**src/rtl/mem_arb_pkg.sv**
```systemverilog
// mem_arb_pkg: shared state/grant types and default widths for mem_arbiter.
package mem_arb_pkg;
  localparam int AW_DEF = 32;
  localparam int DW_DEF = 32;
  localparam logic [2:0] ST_IDLE      = 3'd0;
  localparam logic [2:0] ST_CPU_ISSUE = 3'd1;
  localparam logic [2:0] ST_CPU_DONE  = 3'd2;
  localparam logic [2:0] ST_DMA_ISSUE = 3'd3;
  localparam logic [2:0] ST_DMA_DONE  = 3'd4;
  typedef enum logic [2:0] {
    IDLE      = ST_IDLE,
    CPU_ISSUE = ST_CPU_ISSUE,
    CPU_DONE  = ST_CPU_DONE,
    DMA_ISSUE = ST_DMA_ISSUE,
    DMA_DONE  = ST_DMA_DONE
  } state_e;
  typedef enum logic {GNT_CPU, GNT_DMA} grant_e;
endpackage

```
**src/rtl/mem_arbiter_if.sv**
```systemverilog
// mem_arbiter_if: CPU, DMA and memory buses of mem_arbiter; dma_lock exists only with MEM_ARB_LOCK_EN.
interface mem_arbiter_if import mem_arb_pkg::*; #(
  parameter int AW = AW_DEF,
  parameter int DW = DW_DEF
) ();
  logic          cpu_req, cpu_we, cpu_ready;
  logic [AW-1:0] cpu_addr;
  logic [DW-1:0] cpu_wdata, cpu_rdata;
  logic          dma_req, dma_we, dma_ready;
  logic [AW-1:0] dma_addr;
  logic [DW-1:0] dma_wdata, dma_rdata;
`ifdef MEM_ARB_LOCK_EN
  logic          dma_lock;
`endif
  logic          mem_we;
  logic [AW-1:0] mem_addr;
  logic [DW-1:0] mem_wdata, mem_rdata;
  modport slave (
    input  cpu_req, cpu_we, cpu_addr, cpu_wdata,
    input  dma_req, dma_we, dma_addr, dma_wdata,
`ifdef MEM_ARB_LOCK_EN
    input  dma_lock,
`endif
    input  mem_rdata,
    output cpu_ready, cpu_rdata, dma_ready, dma_rdata,
    output mem_we, mem_addr, mem_wdata
  );
  modport master (
    output cpu_req, cpu_we, cpu_addr, cpu_wdata,
    output dma_req, dma_we, dma_addr, dma_wdata,
`ifdef MEM_ARB_LOCK_EN
    output dma_lock,
`endif
    output mem_rdata,
    input  cpu_ready, cpu_rdata, dma_ready, dma_rdata,
    input  mem_we, mem_addr, mem_wdata
  );
endinterface

```
**src/rtl/mem_arb_rr.sv**
```systemverilog
// mem_arb_rr: combinational two-way round-robin pick with a DMA lock override.
module mem_arb_rr import mem_arb_pkg::*; (
  input  logic   cpu_req,
  input  logic   dma_req,
  input  grant_e last_grant,
  input  logic   lock,
  output grant_e gnt
);
  always_comb gnt = (dma_req && (lock || !cpu_req || last_grant == GNT_CPU)) ? GNT_DMA : GNT_CPU;
endmodule

```
**src/rtl/mem_arbiter.sv**
```systemverilog
// mem_arbiter: shares one synchronous memory port between CPU and DMA, 3 cycles per access.
// Defining MEM_ARB_LOCK_EN adds dma_lock bursts of up to MAX_BURST consecutive DMA accesses.
module mem_arbiter import mem_arb_pkg::*; #(
  parameter int AW = AW_DEF,
  parameter int DW = DW_DEF
`ifdef MEM_ARB_LOCK_EN
  , parameter int MAX_BURST = 8
`endif
) (
  input logic         clk,
  input logic         reset,
  mem_arbiter_if.slave bus
);
  state_e        state, state_nx;
  grant_e        last_grant, gnt;
  logic          lock, cpu_sel, dma_sel;
  logic [AW-1:0] addr;
  logic [DW-1:0] wdata;
`ifdef MEM_ARB_LOCK_EN
  localparam int BW = $clog2(MAX_BURST + 1);
  logic [BW-1:0] burst;
  always_comb lock = burst != '0 && burst < BW'(MAX_BURST);
  // Saturates at MAX_BURST so a lone locked DMA can keep going without wrapping.
  always_ff @(posedge clk or posedge reset)
    if (reset) burst <= '0;
    else if (state == IDLE && state_nx == CPU_ISSUE) burst <= '0;
    else if (state == IDLE && state_nx == DMA_ISSUE && burst != BW'(MAX_BURST)) burst <= burst + 1'b1;
    else if (state == DMA_DONE && !bus.dma_lock) burst <= '0;
`else
  always_comb lock = 1'b0;
`endif
  mem_arb_rr u_rr (
    .cpu_req   (bus.cpu_req),
    .dma_req   (bus.dma_req),
    .last_grant(last_grant),
    .lock      (lock),
    .gnt       (gnt)
  );
  always_comb begin
    case (state)
      IDLE:      state_nx = !(bus.cpu_req || bus.dma_req) ? IDLE : gnt == GNT_CPU ? CPU_ISSUE : DMA_ISSUE;
      CPU_ISSUE: state_nx = CPU_DONE;
      DMA_ISSUE: state_nx = DMA_DONE;
      default:   state_nx = IDLE;
    endcase
  end
  // Payload stays selected through DONE; requesters hold it until ready.
  always_comb begin
    cpu_sel       = state == CPU_ISSUE || state == CPU_DONE;
    dma_sel       = state == DMA_ISSUE || state == DMA_DONE;
    addr          = cpu_sel ? bus.cpu_addr : dma_sel ? bus.dma_addr : '0;
    wdata         = cpu_sel ? bus.cpu_wdata : dma_sel ? bus.dma_wdata : '0;
    bus.mem_addr  = addr;
    bus.mem_wdata = wdata;
    bus.mem_we    = state == CPU_ISSUE ? bus.cpu_we : state == DMA_ISSUE ? bus.dma_we : 1'b0;
    bus.cpu_ready = state == CPU_DONE;
    bus.dma_ready = state == DMA_DONE;
    bus.cpu_rdata = state == CPU_DONE && !bus.cpu_we ? bus.mem_rdata : '0;
    bus.dma_rdata = state == DMA_DONE && !bus.dma_we ? bus.mem_rdata : '0;
  end
  always_ff @(posedge clk or posedge reset)
    if (reset) begin
      state      <= IDLE;
      last_grant <= GNT_DMA;
    end else begin
      state <= state_nx;
      if (state == CPU_ISSUE) last_grant <= GNT_CPU;
      else if (state == DMA_ISSUE) last_grant <= GNT_DMA;
    end
endmodule

```
**src/flat_wrapper.sv**
```systemverilog
// flat-port wrapper written by rule: the top's interface ports become plain ports
module mem_arbiter_flat import mem_arb_pkg::*;
#(
  parameter int AW = AW_DEF,
  parameter int DW = DW_DEF

)
  (clk, reset, bus_cpu_req, bus_cpu_we, bus_cpu_addr, bus_cpu_wdata, bus_dma_req, bus_dma_we, bus_dma_addr, bus_dma_wdata, bus_mem_rdata, bus_cpu_ready, bus_cpu_rdata, bus_dma_ready, bus_dma_rdata, bus_mem_we, bus_mem_addr, bus_mem_wdata);
  mem_arbiter_if #(.AW(AW), .DW(DW)) bus_i ();
  input logic clk;
  input logic reset;
  input wire logic [$bits(bus_i.cpu_req)-1:0] bus_cpu_req;
  input wire logic [$bits(bus_i.cpu_we)-1:0] bus_cpu_we;
  input wire logic [$bits(bus_i.cpu_addr)-1:0] bus_cpu_addr;
  input wire logic [$bits(bus_i.cpu_wdata)-1:0] bus_cpu_wdata;
  input wire logic [$bits(bus_i.dma_req)-1:0] bus_dma_req;
  input wire logic [$bits(bus_i.dma_we)-1:0] bus_dma_we;
  input wire logic [$bits(bus_i.dma_addr)-1:0] bus_dma_addr;
  input wire logic [$bits(bus_i.dma_wdata)-1:0] bus_dma_wdata;
  input wire logic [$bits(bus_i.mem_rdata)-1:0] bus_mem_rdata;
  output wire logic [$bits(bus_i.cpu_ready)-1:0] bus_cpu_ready;
  output wire logic [$bits(bus_i.cpu_rdata)-1:0] bus_cpu_rdata;
  output wire logic [$bits(bus_i.dma_ready)-1:0] bus_dma_ready;
  output wire logic [$bits(bus_i.dma_rdata)-1:0] bus_dma_rdata;
  output wire logic [$bits(bus_i.mem_we)-1:0] bus_mem_we;
  output wire logic [$bits(bus_i.mem_addr)-1:0] bus_mem_addr;
  output wire logic [$bits(bus_i.mem_wdata)-1:0] bus_mem_wdata;
  assign bus_i.cpu_req = bus_cpu_req;
  assign bus_i.cpu_we = bus_cpu_we;
  assign bus_i.cpu_addr = bus_cpu_addr;
  assign bus_i.cpu_wdata = bus_cpu_wdata;
  assign bus_i.dma_req = bus_dma_req;
  assign bus_i.dma_we = bus_dma_we;
  assign bus_i.dma_addr = bus_dma_addr;
  assign bus_i.dma_wdata = bus_dma_wdata;
  assign bus_i.mem_rdata = bus_mem_rdata;
  assign bus_cpu_ready = bus_i.cpu_ready;
  assign bus_cpu_rdata = bus_i.cpu_rdata;
  assign bus_dma_ready = bus_i.dma_ready;
  assign bus_dma_rdata = bus_i.dma_rdata;
  assign bus_mem_we = bus_i.mem_we;
  assign bus_mem_addr = bus_i.mem_addr;
  assign bus_mem_wdata = bus_i.mem_wdata;
  mem_arbiter #(.AW(AW), .DW(DW)) u_core (.clk(clk), .reset(reset), .bus(bus_i));
endmodule
```
**config.mk**
```make
export PLATFORM = sky130hd
export DESIGN_NAME = mem_arbiter_flat
export DESIGN_NICKNAME = d
export VERILOG_FILES = /design/src/rtl/mem_arb_pkg.sv /design/src/rtl/mem_arbiter_if.sv /design/src/rtl/mem_arb_rr.sv /design/src/rtl/mem_arbiter.sv /design/src/flat_wrapper.sv
export SDC_FILE = /design/constraint.sdc
export NUM_CORES = 1
export LEC_CHECK = 0
export CORE_AREA = 4 4 114 116
export CTS_CLUSTER_SIZE = 16
export DETAILED_ROUTE_END_ITERATION = 10
export DIE_AREA = 0 0 118 120
export DONT_BUFFER_PORTS = 1
export SLEW_MARGIN = 30
export SYNTH_ARGS = -nofsm -noshare
export SYNTH_HDL_FRONTEND = slang
export SYNTH_SLANG_ARGS = --single-unit
```
**constraint.sdc**
```tcl
create_clock -name clk -period 3.24 [get_ports clk]
set_clock_uncertainty 0.2 [all_clocks]
set_input_delay 0.324 -clock clk [delete_from_list [all_inputs] [get_ports clk]]
set_output_delay 0.324 -clock clk [all_outputs]
set_load 0.02 [all_outputs]
```
==> results.json, run 1 <==
{
  "status": "finished, final reports clean",
  "criticalPathCategory": "reg2out",
  "power.density_nw_per_um2": 961.4,
  "clock_tree.buffer_depth": 2,
  "detail_route.first_pass.iterations": 4,
  "clkPwrFrac": 0.062,
  "worst-slew-pin-transition_ns": 0.6885,
  "post-route-period-util": 0.8300,
  "cp_cell_sequence": "or2_2 -> buf_4 -> o221ai_1",
  "rows": 40,
  "design.portCount": 297,
  "synth_fp_nets": 565,
  "power_report.internal_total_mw": 1.136,
  "cpPeakStageDelay_ns": 0.59,
  "crit_required_ns": 2.72,
  "number_of_diodes_added_for_antenna_fixing": 0,
  "area_growth_syn_to_layout_pct": 1.714,
  "p_seq_frac": 0.079,
  "fin_setup_tns_ns": 0,
  "synthDistinctLibCells": 25,
  "dieHeight_um": 120,
  "dieArea_um2": 14160,
  "most_frequent_standard_cell_in_the_layout_excluding_fill_and_tap_cells": "mux2i_1",
  "cap_violations": 0,
  "cts-buffers-inserted": 3,
  "synth_seq_area_share": 0.03086,
  "slew_violations": 0,
  "setup_viol_count_final": 0,
  "wire_length_of_the_first_global_routing_pass_um": 17840,
  "detail-route-antenna-nets": 0,
  "core_area_um2": 11910,
  "yosysTopAreaCellShare": 0.1981,
  "cts_resized": 0,
  "cp-start-kind": "flop",
  "place.port_buffers": 0,
  "drt_wl_total_um": 12070,
  "switchingPower_mw": 2.076,
  "cp_slowest_cell": "or2_2",
  "routability_congestion_estimate": 0.7880,
  "instance_count_of_the_mapped_netlist": 399,
  "hold-worst-slack_ns": 0.1358,
  "crit_buf_inv": 1,
  "place.detailed.hpwl_um": 9615,
  "ir_worst_vdd_mv": 0.3040,
  "combPwrFrac": 0.859,
  "final_hold_viols": 0,
  "syn_area_um2": 3284,
  "grt_pass1_vias": 3128,
  "drive_gt1_frac": 0.1176,
  "worst_ep_arrival_time_ns": 2.17,
  "postCtsSetupBuffers": 0,
  "final_period_minus_worst_setup_slack_ns": 2.689,
  "power.share.switching": 0.6464,
  "globalRoute.totalOverflow": 0,
  "synth_area_leader_cell": "mux2i_1",
  "count_of_routing_violations_after_the_opening_detailed_route_iteration": 180,
  "count_of_vias_placed_by_the_detailed_router": 3178,
  "cellLeakagePower_nw": 1.119,
  "seq_cells_post_synth": 4,
  "layout.nets": 524,
  "cts_root_buffer": "clkbuf_16",
  "synth_area_leaders": "mux2i_1 (20%), or4bb_1 (20%), and2_1 (12%)",
  "rsz0062_at_grt": "false",
  "htree_num_levels": 1,
  "path_max_fanout": 32,
  "critPathTopFamily": "simple AND/OR/NAND/NOR gates",
  "worstSetupEndpointType": "output port",
  "routed_wl_per_cell_um": 23.94,
  "pin_count_of_the_biggest_net_entering_global_routing": 81,
  "fillerInstances": 1254,
  "ys_warn_count": 0,
  "worst_skew_pair.late_latency_ns": 0.23,
  "clk_transition_reported_paths_ns": 0.03,
  "syn-mean-instance-area_um2": 8.232,
  "route.detailed.vias_per_inst": 6.306,
  "mostFrequentLayoutCells": "mux2i_1 (65), nand2_1 (64), and2_1 (64)",
  "floorplan.die.width_um": 118,
  "floorplan.initialDensity": 0.2757,
  "clock_sinks": 4,
  "track_usage": 0.1531,
  "fmax_mhz": 371.8,
  "hold_path_class": "in2reg",
  "remaining_drc_errors": 0,
  "antenna_found_initial": 0,
  "tritoncts_clock_tree": "yes",
  "max-slew-margin-rel": 0.5400
}
worst paths after layout:
check                                        from                end  slack [ns]  cells after the start
worst max-delay path              u_core.state[0]   bus_mem_addr[24]        0.55                      3
worst min-delay path                  bus_dma_req    u_core.state[0]        0.14                      2
worst max register to register    u_core.state[2]  u_core.last_grant        1.34                      3
worst min register to register  u_core.last_grant  u_core.last_grant        0.46                      1
max in group asynchronous                   reset  u_core.last_grant        2.36                      2
min in group asynchronous                   reset    u_core.state[2]        0.24                      2
area by class of cell:
type                            instances  area, um2  share of cell area
Clock buffer                            4      78.83             0.02360
Timing Repair Buffer                   12      142.6             0.04270
Tap cell                              147      183.9             0.05506
Sequential cell                         4      107.6             0.03221
Multi-Input combinational cell        335       2820              0.8442
Inverter                                2      7.507            0.002247
metal layers:
layer	up-vias	global-route usage	share of wire
met5	-	0	0
met2	192	0.3072	0.56
met4	0	0.03150	0.0094
met3	6	0.04524	0.091
li1	1466	-	-
met1	1514	0.1554	0.34
flip-flops by register name, indices dropped and copies added, names as in the netlist:
| signal | cells |
|---|---|
| u_core.state | 3 |
| u_core.last_grant | 1 |
worst register-to-register path, stage by stage (launching register included):
cell	delay, ns
dfrtp_2	0.66
nand2b_2	0.24
buf_12	0.32
mux2_1	0.40
synthesized netlist by cell type:
cell and count:
or4bb_1 57, nor4b_4 1, nor3b_1 1, mux2_1 1, nand4bb_1 7, o221ai_2 20
inv_1 2, clkbuf_1 22, nor2_1 4, buf_2 14, buf_4 9, nand2b_1 1
or2_1 1, buf_6 13, dfstp_2 1, dfrtp_1 3, nor4b_2 1, nor4_1 1
and2_1 64, mux2i_1 65, nand2_1 64, a21boi_0 1, o221ai_1 44, nor3_1 1
o21a_1 1
power by group through the flow:
stage                     combinational, mW  sequential, mW  clock, mW
after floorplan                        2.68          0.0830          0
after global placement                 2.71           0.244          0
after detailed placement               2.77           0.252          0
after CTS                              2.77           0.252      0.203
after global routing                   2.93           0.272      0.206
final                                  2.76           0.254      0.200
what timing repair did:
action	4_1_cts	5_1_grt
setup endpoints to repair	0	0
hold endpoints to repair	4	0
hold buffers	1	0
logic make-up (layout without fill, tap and decap cells):
group	after synthesis	in the layout	share of synthesized area
DFF	4	4	0.03086
and+or+nand+nor	203	203	0.4404
buffers and inverters	60	18	0.1139
muxes	66	66	0.2015
AOI/OAI and AO/OA	66	66	0.2133
metrics by stage:
step	area, um2	utilization	std cells	power (mW)	setup slack [ns]
2_1_floorplan	3284	-	399	2.766	1.227
3_3_place_gp	3252	0.2730	499	2.950	0.8636
3_5_place_dp	3252	0.2730	499	3.027	0.8166
4_1_cts	3341	0.2805	504	3.227	0.5761
5_1_grt	3341	0.2805	504	3.413	0.4513
6_report	3341	0.2805	504	3.212	0.5507
Note: power is estimated with default switching activity, not from simulation.
==> run 2, diff against run 1 <==
==> constraint.sdc (replaced) <==
create_clock -name clk -period 2.4 [get_ports clk]
set_clock_uncertainty 0.2 [all_clocks]
set_input_delay 0.24 -clock clk [delete_from_list [all_inputs] [get_ports clk]]
set_output_delay 0.24 -clock clk [all_outputs]
set_load 0.02 [all_outputs]
==> results.json, run 2 (same netlist as run 1, synthesis figures left out) <==
{
  "status": "finished, final reports clean",
  "design.portCount": 297,
  "number_of_diodes_added_for_antenna_fixing": 0,
  "most_frequent_standard_cell_in_the_layout_excluding_fill_and_tap_cells": "mux2i_1",
  "slew_violations": 0,
  "worstSetupEndpointType": "output port",
  "setup_viol_count_final": 0,
  "cts-buffers-inserted": 3,
  "drt_wl_total_um": 11990,
  "cts_root_buffer": "clkbuf_16",
  "reg.largest.list": "u_core.state: 3 flops, u_core.last_grant: 1 flops",
  "clock_sinks": 4,
  "drive_gt1_frac": 0.1592,
  "remaining_drc_errors": 0,
  "routability_congestion_estimate": 0.7836,
  "multiInputGateArea_um2": 2820,
  "hold_path_class": "in2reg",
  "floorplan.die.width_um": 118,
  "dieArea_um2": 14160,
  "cell_area_after_layout_um2": 3533,
  "fillerInstances": 1243,
  "cap_violations": 0,
  "seq_area_um2": 107.6,
  "layout.nets": 544,
  "clk_transition_reported_paths_ns": 0.03,
  "grt_pass1_vias": 3088,
  "routed_wl_per_cell_um": 22.89,
  "criticalPathCategory": "reg2out",
  "track_usage": 0.1457,
  "dieHeight_um": 120,
  "reg2reg_from": "u_core.state[0]",
  "post-route-period-util": 0.9600,
  "largest_reg_flops": 3,
  "count_of_routing_violations_after_the_opening_detailed_route_iteration": 217,
  "area_growth_syn_to_layout_pct": 7.581,
  "rsz0062_at_grt": "false",
  "place.port_buffers": 0,
  "core_area_um2": 11910,
  "fmax_mhz": 434.0,
  "place.detailed.hpwl_um": 9260,
  "rows": 40,
  "pin_count_of_the_biggest_net_entering_global_routing": 83,
  "hp-start": "bus_cpu_req",
  "wire_length_of_the_first_global_routing_pass_um": 17440,
  "ir_worst_vdd_mv": 0.3737,
  "cellLeakagePower_nw": 1.236,
  "total_power_mw": 4.624,
  "crit_required_ns": 1.96,
  "floorplan.initialDensity": 0.2757,
  "detail_route.first_pass.iterations": 4,
  "worst_ep_arrival_time_ns": 1.86,
  "critical_path.startpoint": "u_core.state[1]",
  "cp-start-kind": "flop",
  "path_max_fanout": 82,
  "power.density_nw_per_um2": 1309,
  "max-slew-margin-rel": 0.6238,
  "globalRoute.totalOverflow": 0,
  "final_period_minus_worst_setup_slack_ns": 2.304,
  "post_dp_cell_area_um2": 3392,
  "tritoncts_clock_tree": "yes",
  "worst-slew-pin-transition_ns": 0.5747,
  "final_hold_viols": 0,
  "mostFrequentLayoutCells": "mux2i_1 (65), nand2_1 (64), and2_1 (64)",
  "worst_skew_pair.late_latency_ns": 0.23,
  "postCtsSetupBuffers": 0,
  "antenna_found_initial": 0,
  "fin_setup_tns_ns": 0,
  "top_register": "u_core.state",
  "count_of_vias_placed_by_the_detailed_router": 3308,
  "route.detailed.vias_per_inst": 6.313,
  "detail-route-antenna-nets": 0,
  "htree_num_levels": 1,
  "clock_tree.buffer_depth": 2
}
-- run 2: path summary, 6_finish.rpt --
check / to / slack (ns) / cells past startpoint
max reg2reg: u_core.last_grant / 0.83 / 3
min reg2reg: u_core.state[0] / 0.43 / 1
max in group asynchronous: u_core.last_grant / 1.63 / 2
min in group asynchronous: u_core.state[1] / 0.14 / 2
max: bus_mem_addr[24] / 0.1 / 4
min: u_core.state[1] / 0.1 / 2
-- run 2: routing by layer --
| metal | vias up | wire length (um) | GRT usage | share of wire |
|---|---|---|---|---|
| li1 | 1501 | - | - | - |
| met1 | 1607 | 4147 | 0.1548 | 0.35 |
| met2 | 187 | 6735 | 0.2954 | 0.56 |
| met3 | 13 | 973 | 0.03110 | 0.081 |
| met4 | 0 | 136 | 0.02418 | 0.011 |
| met5 | - | 0 | 0 | 0 |
-- run 2: what timing repair did --
item	in CTS	in global routing
gates resized for setup	0	1
setup endpoints to repair	0	30
hold buffers	3	0
hold endpoints to repair	5	0
-- run 2: final cells by class --
class,instances,area share
multi-input combinational,335,0.7982
timing repair buffer,32,0.09490
tap,147,0.05205
sequential,4,0.03045
clock buffer,4,0.02231
inverter,2,0.002125
-- run 2: power by group --
part	switching (mW)	total (mW)	internal, mW
sequential	0.0714	0.182	0.110
clock	0.0508	0.271	0.220
combinational	2.75	4.17	1.42
total	2.87	4.62	1.75
-- run 2: through the flow --
stage / hold WS [ns] / cells / util / setup slack [ns]
6_report: 0.09730 / 524 / 0.2966 / 0.09603
5_1_grt: 0.1036 / 524 / 0.2966 / 0.009672
4_1_cts: 0.09590 / 523 / 0.2939 / 0.09084
3_5_place_dp: -0.1738 / 516 / 0.2848 / 0.3304
3_3_place_gp: -0.1776 / 516 / 0.2848 / 0.3774
2_1_floorplan: -0.1946 / 399 / - / 0.4712
-- run 2: critical path, stage by stage, from the launching register on --
cell	delay, ns
dfrtp_4	0.52
buf_12	0.32
buf_4	0.23
mux2i_1	0.08
o221ai_1	0.45
==> run 3, diff against run 2 <==
--- a/config.mk
+++ b/config.mk
@@ -5,10 +5,10 @@
 export SDC_FILE = /design/constraint.sdc
 export NUM_CORES = 1
 export LEC_CHECK = 0
-export CORE_AREA = 4 4 114 116
+export CORE_AREA = 4 4 115 117
 export CTS_CLUSTER_SIZE = 16
 export DETAILED_ROUTE_END_ITERATION = 10
-export DIE_AREA = 0 0 118 120
+export DIE_AREA = 0 0 119 121
 export DONT_BUFFER_PORTS = 1
 export SLEW_MARGIN = 30
 export SYNTH_ARGS = -nofsm -noshare
==> results.json, run 3 (same netlist as run 1, synthesis figures left out) <==
{
  "total_power_mw": 5.035,
  "area_growth_syn_to_layout_pct": 14.93,
  "power.density_nw_per_um2": 1334,
  "reg.largest.list": "u_core.state: 3 flops, u_core.last_grant: 1 flops",
  "postCtsSetupBuffers": 0,
  "clock_sinks": 4,
  "setup_viol_count_final": 0,
  "drive_gt1_frac": 0.2236,
  "floorplan.die.width_um": 119,
  "count_of_routing_violations_after_the_opening_detailed_route_iteration": 235,
  "worst_ep_arrival_time_ns": 1.84,
  "crit_required_ns": 1.96,
  "rsz0062_at_grt": "false",
  "remaining_drc_errors": 0,
  "crit_buf_inv": 2,
  "post_dp_cell_area_um2": 3676,
  "cts_root_buffer": "clkbuf_16",
  "seq_area_um2": 107.6,
  "count_of_vias_placed_by_the_detailed_router": 3372,
  "cts-buffers-inserted": 3,
  "core_area_um2": 12360,
  "cp-start-kind": "flop",
  "track_usage": 0.1473,
  "tritoncts_clock_tree": "yes",
  "path_max_fanout": 78,
  "number_of_diodes_added_for_antenna_fixing": 0,
  "slew_violations": 0,
  "worst_skew_pair.late_latency_ns": 0.23,
  "worst-slew-pin-transition_ns": 0.4293,
  "detail-route-antenna-nets": 0,
  "final_hold_viols": 0,
  "fin_setup_tns_ns": 0,
  "design.portCount": 297,
  "ir_worst_vdd_mv": 0.5366,
  "cpPeakStageDelay_ns": 0.50,
  "routed_wl_per_cell_um": 20.81,
  "clk_transition_reported_paths_ns": 0.03,
  "antenna_found_initial": 0,
  "cts_resized": 0,
  "layout.nets": 574,
  "mostFrequentLayoutCells": "mux2i_1 (65), nand2_1 (64), and2_1 (64)",
  "place.detailed.hpwl_um": 9545,
  "cell_area_after_layout_um2": 3775,
  "drt_wl_total_um": 12050,
  "top_register": "u_core.state",
  "rows": 41,
  "critPathTopFamily": "simple AND/OR/NAND/NOR gates",
  "criticalPathCategory": "reg2out",
  "htree_num_levels": 1,
  "cp_cell_sequence": "buf_12 -> nor4b_4 -> buf_4 -> and2_1",
  "status": "finished, final reports clean",
  "post-route-period-util": 0.9490,
  "most_frequent_standard_cell_in_the_layout_excluding_fill_and_tap_cells": "mux2i_1",
  "detail_route.first_pass.iterations": 4,
  "fmax_mhz": 439.1,
  "dieArea_um2": 14400,
  "cap_violations": 0,
  "route.detailed.vias_per_inst": 5.824,
  "multiInputGateArea_um2": 2820,
  "fillerInstances": 1273,
  "pin_count_of_the_biggest_net_entering_global_routing": 97,
  "globalRoute.totalOverflow": 0,
  "grt_pass1_vias": 3269,
  "cellLeakagePower_nw": 1.384,
  "hold_path_class": "in2reg",
  "floorplan.initialDensity": 0.2657,
  "max-slew-margin-rel": 0.7138,
  "routability_congestion_estimate": 0.7072,
  "worstSetupEndpointType": "output port",
  "largest_reg_flops": 3,
  "place.port_buffers": 0,
  "postCtsHoldBufs": 2,
  "cp_slowest_cell": "dfrtp_4",
  "final_period_minus_worst_setup_slack_ns": 2.277,
  "clock_tree.buffer_depth": 2,
  "wire_length_of_the_first_global_routing_pass_um": 17580,
  "dieHeight_um": 121
}
==> run 3: cell type report <==
cell class	count	share of cell area
clock buffer	4	0.02088
inverter	2	0.001989
multi-input combinational	335	0.7471
sequential	4	0.02851
tap	172	0.05701
timing repair buffer	62	0.1445
==> run 3: path summary, 6_finish.rpt <==
path | from | end | slack [ns] | cells past startpoint
max | u_core.state[1] | bus_dma_rdata[4] | 0.12 | 4
min | bus_cpu_req | u_core.state[0] | 0.007 | 2
max reg2reg | u_core.state[2] | u_core.last_grant | 0.70 | 3
min in group asynchronous | reset | u_core.state[2] | 0.17 | 2
min reg2reg | u_core.last_grant | u_core.last_grant | 0.45 | 1
max in group asynchronous | reset | u_core.last_grant | 1.59 | 2
==> run 3: layer usage <==
layer | track usage | wire (um) | vias to the layer above | part of all wire
met5 | 0 | 0 | - | 0
met3 | 0.03823 | 1198 | 12 | 0.099
li1 | - | - | 1557 | -
met1 | 0.1531 | 4262 | 1600 | 0.35
met4 | 0.03765 | 199 | 0 | 0.017
met2 | 0.2904 | 6388 | 203 | 0.53
==> run 3: where the power goes <==
part / total (mW) / leakage (nW) / switching [mW] / internal, mW
logic: 4.60 / 1.30 / 2.81 / 1.78
registers: 0.167 / 0.0450 / 0.0572 / 0.110
clock network: 0.270 / 0.0382 / 0.0504 / 0.220
total: 5.04 / 1.38 / 2.92 / 2.11
==> run 3: through the flow <==
stage	worst slack [ns]	std cells	utilization	hold WS [ns]
4_1_cts	0.1217	579	0.3053	0.009671
3_5_place_dp	0.3632	573	0.2973	-0.1698
5_1_grt	0.01169	579	0.3053	0.03184
6_report	0.1225	579	0.3053	0.006752
3_3_place_gp	0.4081	573	0.2973	-0.1734
2_1_floorplan	0.4712	399	-	-0.1946
